### src/rtl/stopwatch_disp_scan.sv
// Multiplexed 6-digit common-anode 7-segment driver for the stopwatch BCD digits.
// Optional macro LEADING_ZERO_BLANK_EN blanks leading zero minute digits.
module stopwatch_disp_scan #(
  parameter int SCAN_DIV = 50000
) (
  input  logic       clk,
  input  logic       clr,
  input  logic       en,
  input  logic [3:0] mh,
  input  logic [3:0] ml,
  input  logic [3:0] sh,
  input  logic [3:0] sl,
  input  logic [3:0] msh,
  input  logic [3:0] msl,
  output logic [5:0] an,
  output logic [6:0] seg,
  output logic       dp
);

  localparam int CW = (SCAN_DIV > 1) ? $clog2(SCAN_DIV) : 1;
  localparam logic [CW-1:0] DIV_MAX = CW'(SCAN_DIV - 1);

  // Active-high segment pattern {g,f,e,d,c,b,a}; non-BCD codes render as a dash.
  function automatic logic [6:0] seg_decode(input logic [3:0] d);
    logic [6:0] p;
    case (d)
      4'd0:    p = 7'h3F;
      4'd1:    p = 7'h06;
      4'd2:    p = 7'h5B;
      4'd3:    p = 7'h4F;
      4'd4:    p = 7'h66;
      4'd5:    p = 7'h6D;
      4'd6:    p = 7'h7D;
      4'd7:    p = 7'h07;
      4'd8:    p = 7'h7F;
      4'd9:    p = 7'h6F;
      default: p = 7'h40;
    endcase
    return p;
  endfunction

  logic [CW-1:0] div_cnt_r;
  logic [2:0]    idx_r;
  logic [3:0]    shd_mh_r, shd_ml_r, shd_sh_r, shd_sl_r, shd_msh_r, shd_msl_r;
  logic          tick_s;
  logic [3:0]    digit_s;
  logic [5:0]    an_s;
  logic [6:0]    seg_s;
  logic          dp_s;
  logic          blank_s;

  assign tick_s = (div_cnt_r == DIV_MAX);

  // Per-digit dwell counter.
  always_ff @(posedge clk) begin
    if (clr) begin
      div_cnt_r <= '0;
    end else if (tick_s) begin
      div_cnt_r <= '0;
    end else begin
      div_cnt_r <= div_cnt_r + CW'(1);
    end
  end

  // Scan index and frame-boundary snapshot; shadow loads together with the wrap to digit 0.
  always_ff @(posedge clk) begin
    if (clr) begin
      idx_r     <= 3'd0;
      shd_mh_r  <= 4'd0;
      shd_ml_r  <= 4'd0;
      shd_sh_r  <= 4'd0;
      shd_sl_r  <= 4'd0;
      shd_msh_r <= 4'd0;
      shd_msl_r <= 4'd0;
    end else if (idx_r > 3'd5) begin
      idx_r <= 3'd0;
    end else if (tick_s && (idx_r == 3'd5)) begin
      idx_r     <= 3'd0;
      shd_mh_r  <= mh;
      shd_ml_r  <= ml;
      shd_sh_r  <= sh;
      shd_sl_r  <= sl;
      shd_msh_r <= msh;
      shd_msl_r <= msl;
    end else if (tick_s) begin
      idx_r <= idx_r + 3'd1;
    end else begin
      idx_r <= idx_r;
    end
  end

  // Digit and anode selection for the current scan position.
  always_comb begin
    digit_s = 4'd0;
    an_s    = 6'h3F;
    case (idx_r)
      3'd0: begin digit_s = shd_msl_r; an_s = 6'b111110; end
      3'd1: begin digit_s = shd_msh_r; an_s = 6'b111101; end
      3'd2: begin digit_s = shd_sl_r;  an_s = 6'b111011; end
      3'd3: begin digit_s = shd_sh_r;  an_s = 6'b110111; end
      3'd4: begin digit_s = shd_ml_r;  an_s = 6'b101111; end
      3'd5: begin digit_s = shd_mh_r;  an_s = 6'b011111; end
      default: begin digit_s = 4'd0; an_s = 6'h3F; end
    endcase
    if (!en) begin
      an_s = 6'h3F;
    end else begin
      an_s = an_s;
    end
  end

`ifdef LEADING_ZERO_BLANK_EN
  // Leading zero suppression on the minutes digits.
  always_comb begin
    blank_s = 1'b0;
    case (idx_r)
      3'd5:    blank_s = (shd_mh_r == 4'd0);
      3'd4:    blank_s = (shd_mh_r == 4'd0) && (shd_ml_r == 4'd0);
      default: blank_s = 1'b0;
    endcase
  end
`else
  assign blank_s = 1'b0;
`endif

  // Segment and decimal-point values; dp marks mm.ss.cc separators.
  always_comb begin
    seg_s = ~seg_decode(digit_s);
    dp_s  = ((idx_r == 3'd2) || (idx_r == 3'd4)) ? 1'b0 : 1'b1;
    if (blank_s || (idx_r > 3'd5)) begin
      seg_s = 7'h7F;
      dp_s  = 1'b1;
    end else begin
      seg_s = seg_s;
    end
  end

  // Registered pin drivers.
  always_ff @(posedge clk) begin
    if (clr) begin
      an  <= 6'h3F;
      seg <= 7'h7F;
      dp  <= 1'b1;
    end else begin
      an  <= an_s;
      seg <= seg_s;
      dp  <= dp_s;
    end
  end

endmodule

### config.mk
export PLATFORM = sky130hd
export DESIGN_NAME = stopwatch_disp_scan
export DESIGN_NICKNAME = d
export VERILOG_FILES = /design/src/rtl/stopwatch_disp_scan.sv
export SDC_FILE = /design/constraint.sdc
export NUM_CORES = 1
export LEC_CHECK = 0
export CAP_MARGIN = 0
export CELL_PAD_IN_SITES_DETAIL_PLACEMENT = 0
export CELL_PAD_IN_SITES_GLOBAL_PLACEMENT = 1
export CORE_MARGIN = 3
export CORE_UTILIZATION = 40
export CTS_CLUSTER_SIZE = 28
export DETAILED_ROUTE_END_ITERATION = 8
export GPL_ROUTABILITY_DRIVEN = 0
export GPL_TIMING_DRIVEN = 0
export PLACE_DENSITY_LB_ADDON = 0.1
export SYNTH_ARGS = -nofsm -noshare
export SYNTH_HDL_FRONTEND = slang
export SYNTH_SLANG_ARGS = --single-unit
### constraint.sdc
create_clock -name clk -period 3.3 [get_ports clk]
set_input_delay 0.66 -clock clk [delete_from_list [all_inputs] [get_ports clk]]
set_output_delay 0.66 -clock clk [all_outputs]
set_load 0.01 [all_outputs]
[Yosys cells after proc, flatten, opt, wreduce, memory -nomap -nowiden]
Memories as Yosys holds them, arrays and structs flattened.
Index checks and enable logic that the tools add are counted.
Cells by class
  $add $sub $neg: 2
  $lt $le $gt $ge: 1
  equal/unequal tests: 6
  muxes and demuxes: 3
  bitwise gates (word level): 3
  reduce and logical (&&, ||, !) cells: 8
Operators by type and width (count)
  one-hot mux 6 bit (6 select lines): 1
  one-hot mux 4 bit (6 select lines): 1
  adder 16 x 1 -> 16 bit, second input constant: 1
  == test 16 bit, second input constant: 1
  NOT 7 bit: 1
  == test 3 x 2 -> 1 bit, second input constant: 2
  == test 3 bit, second input constant: 2
  OR reduction 2 bit: 3
  adder 3 x 1 -> 3 bit, second input constant: 1
  == test 3 x 1 -> 1 bit, second input constant: 1
  > comparator 3 bit, second input constant: 1
  logical NOT 3 bit: 1
  OR reduction 3 bit: 1
  NOT 1 bit: 2
  AND reduction 2 bit: 1
  logical AND 1 bit: 1
  logical OR 1 bit: 1
  two-way mux 1 bit: 1
Word-level totals
  register bits after elaboration: 57
  ROM bits: 112
  output and inout port bits: 14
  memories kept: 1
Memories
  (no name shown): depth 16, bits a word 7, rd ports 1, clocked after Yosys merged registers in 0, write ports 0, RTL line 26  | case (d)

[Depth between registers and ports, before layout]
An unclocked memory read counts as a cell.
  word-level depth: 4
  depth in mapped cells: 11

[Worst setup path after synthesis]
Ideal clock, no wire load.
  path type: register to register
  start point: register idx_r[2]
  end point: register seg[5]
  setup time: 0.122 ns
  arrival: 2.240 ns
  data required time: 3.178 ns
  slack: 0.938 ns
  cell stages (with the launch flop): 11
  path buffers: 2
  period minus slack after synthesis: 2.362 ns
  path through: dfxtp_1 > buf_4 > buf_2 > inv_1 > ha_1 > nor4_4 > o21bai_1 > ha_1 > inv_1 > mux2_1 > o32a_1
On the way
  cells in the longest elaborated chain, start to end: 4
RTL lines
  start, declared: RTL line 43  | logic [2:0] idx_r;
  start signal, assigned: RTL line 86  | idx_r <= idx_r + 3'd1;
  start signal, assigned: RTL line 88  | idx_r <= idx_r;
  == test 3 bit (tied with other cells): RTL line 96  | case (idx_r)
  one-hot mux 4 bit (6 select lines): RTL line 96
  memory (16 x 7 bit)
  NOT 7 bit: RTL line 128  | seg_s = ~seg_decode(digit_s);
  end signal, assigned: RTL line 146  | seg <= seg_s;
  end, declared: RTL line 16  | output logic [6:0] seg,
Several ways; a longest one is shown, not always the timed one.
A chain may end at the register's enable or synchronous reset.

[Worst setup path after layout]
  start point: register idx_r[2]
  end point: register seg[4]
Same word-level chain as after synthesis.

==> impl_metrics.env <==
export IMPL_status="complete, no violations"
export IMPL_viasPerCell=5.03
export IMPL_drc=0
export IMPL_insertion_delay_ps=330
export IMPL_dieWidth_um=86.3
export IMPL_yosysWarningCount=0
export IMPL_cts_buffers=9
export IMPL_avgSynthCellArea_sq_um=8.75
export IMPL_grtUsageTotal_pct=16.1
export IMPL_wirelength_mm=5.60
export IMPL_cts_resized=0
export IMPL_synth_cell_type_count=46
export IMPL_area_growth_pct=25.5
export IMPL_die_h_um=86.3
export IMPL_synth_ff_type="dfxtp_1"
export IMPL_cts_num_sinks=57
export IMPL_fin_setup_tns_ps=0
export IMPL_ys_seq_area_share_pct=44.2
export IMPL_post_place_cells=409
export IMPL_hold_viol=0
export IMPL_irDropWorstVdd_uv=237
export IMPL_syn_area_sq_mm=0.00258
export IMPL_grt_pass1_vias=1965
export IMPL_antenna_found_initial=0
export IMPL_grt_overflow=0
export IMPL_placement_io_buffers=39
export IMPL_path_clk_slew_ps=60
export IMPL_startpoint_type="flip-flop"
export IMPL_rows=28
export IMPL_power_density_mw_per_mm2=413
export IMPL_rsz0062_at_grt="no"
export IMPL_antenna_left=0
export IMPL_cp_startpoint="idx_r[2]"
export IMPL_cts_root_buffer="clkbuf_8"
export IMPL_setup_slack_ps=589
export IMPL_grt_max_degree=11
export IMPL_path_class="reg2reg"
export IMPL_fin_crit_ps=2710
export IMPL_synth_edf_count=0
export IMPL_cts_path_max_buffers=2
export IMPL_syn_inst=295
export IMPL_ys_async_sr_fraction_pct=0
export IMPL_die_area_sq_mm=0.00745
export IMPL_grt_pass1_wl_mm=9.29
export IMPL_io_pins=41
export IMPL_max_clock_freq_mhz=369
export IMPL_min_path_type="reg2reg"
export IMPL_maxCapViolCount=0
export IMPL_setup_viol=0
export IMPL_ys_ff_latch=57
export IMPL_nFillCells=618
export IMPL_maxSlewViolCount=0
export IMPL_reg2reg_from="idx_r[2]"
export IMPL_fin_skew_ps=7.21
export IMPL_worstPathArrival_ps=2950
export IMPL_critPathMaxFanout=10
export IMPL_core_region_area_sq_mm=0.00610
export IMPL_instances_no_fill=425
export IMPL_tightest_slew_ps=500
export IMPL_h_tree_depth=3
export IMPL_drive_above_1_share_pct=9.43
export IMPL_postCtsSetupRepairBufs=0
export IMPL_vias=2138
export IMPL_cp_end_kind="flip-flop"
export IMPL_dp_hpwl_mm=4.04
export IMPL_drtIter0Drc=91
export IMPL_cts_hold_buf=0
export IMPL_start_util_pct=42.3
export IMPL_tritoncts="built"
export IMPL_required_ps=3540
export IMPL_drtPass1Iterations=4
export IMPL_period_share_pct=82.1
export IMPL_fin_nets=385
export IMPL_final_util_pct=53.1
export IMPL_slew_headroom_pct=66.7
export IMPL_hold_start="shd_ml_r[0]"
export IMPL_syn_nets=335
export IMPL_wl_per_cell_um=13.2
export IMPL_antennaDiodeCount=0
export IMPL_pre_cts_ws_ps=613
export IMPL_p_leak_nw=1.21
export IMPL_whs_ps=453
-- layer usage --
| layer | vias to the layer above | track usage (%) | part of all wire, % |
|---|---|---|---|
| li1 | 1105 | - | - |
| met1 | 978 | 22.0 | 51 |
| met2 | 43 | 23.5 | 42 |
| met3 | 12 | 3.61 | 4.7 |
| met4 | 0 | 8.92 | 2.4 |
| met5 | - | 0 | 0 |
-- synth_stat cells (3+ instances only) --
library cell	number	area, sq um
or2_1	4	25.0
nand4_1	3	18.8
nand3_1	7	35.0
nor3_1	4	20.0
clkbuf_1	4	15.0
nor2_1	26	97.6
nand2_1	61	229
buf_4	3	22.5
ha_1	13	163
xnor2_1	7	61.3
o21ai_0	5	25.0
buf_2	5	25.0
xor2_1	6	52.6
mux2i_1	6	60.1
dfxtp_1	57	1140
nor2b_1	3	18.8
nand2b_1	3	18.8
o32a_1	3	30.0
a21oi_1	29	145
a22oi_1	3	22.5
inv_1	11	41.3
-- placed cells by master, fill, tap and decap left out, drive strengths merged, types with 2 or more instances in the layout --
cell / netlist / routed
a21oi: 29 / 29
a22oi: 3 / 3
a32oi: 2 / 2
and3: 2 / 2
and4: 2 / 2
buf: 10 / 10
clkbuf: 4 / 17
clkdlybuf4s50: 0 / 39
clkinv: 0 / 3
dfxtp: 57 / 57
ha: 13 / 13
inv: 11 / 11
mux2: 2 / 2
mux2i: 6 / 6
nand2: 61 / 61
nand2b: 3 / 3
nand3: 7 / 7
nand4: 4 / 4
nor2: 28 / 28
nor2b: 3 / 3
nor3: 4 / 4
nor4: 3 / 3
o21ai: 5 / 5
o221a: 2 / 2
o32a: 3 / 3
or2: 4 / 4
xnor2: 7 / 7
xor2: 6 / 6
-- kinds of logic after synthesis --
logic type / count (synthesis) / share of synthesized area (%)
compound gates: 54 / 13.2
buf+inv: 25 / 4.90
simple gates: 125 / 23.7
mux: 8 / 3.20
fa+ha+maj: 13 / 6.30
xor+xnor: 13 / 4.41
flops: 57 / 44.2
-- state kept, by name, indices dropped and copies added (netlist names) --
signal / count
an: 6
div_cnt_r: 16
shd_sl_r: 4
shd_msl_r: 4
seg: 7
dp: 1
shd_sh_r: 4
shd_ml_r: 4
idx_r: 3
shd_msh_r: 4
shd_mh_r: 4
-- critical path: stages (launching register included) --
cell,delay [ps]
dfxtp_1,330
buf_4,190
buf_2,240
inv_1,110
ha_1,280
nor4_4,400
o21bai_1,320
inv_1,150
ha_1,230
o21a_1,190
o221ai_1,190
-- path summary, 6_finish.rpt --
check | endpoint | slack (ps) | depth (start not counted)
max | seg[4] | 590 | 10
min | shd_ml_r[0] | 450 | 2
max reg2reg | seg[4] | 590 | 10
min reg2reg | shd_ml_r[0] | 450 | 2
-- power breakdown --
part           switching (mW)  internal, mW
logic                  0.0238        0.0411
registers             0.00383         0.696
clock network           0.263         0.310
-- final cells by class --
cell class              instances  area, sq um  area share (%)
inverters                      11         41.3            1.28
flip-flops and latches         57         1140            35.2
repair buffers                 39          390            12.1
plain buffers                  14         85.1            2.63
clock inverters                 3         15.0           0.464
well taps                      75         93.8            2.90
clock buffers                  13          159            4.91
multi-input cells             213         1310            40.5
-- stage by stage --
step / power [mW] / instance area (sq um)
floorplan: 0.735 / 2580
detailed placement: 0.780 / 3060
finish: 1.34 / 3240
global route: 1.39 / 3240
global placement: 0.780 / 3060
CTS: 1.36 / 3240
Power figures use the tool's default switching activity.
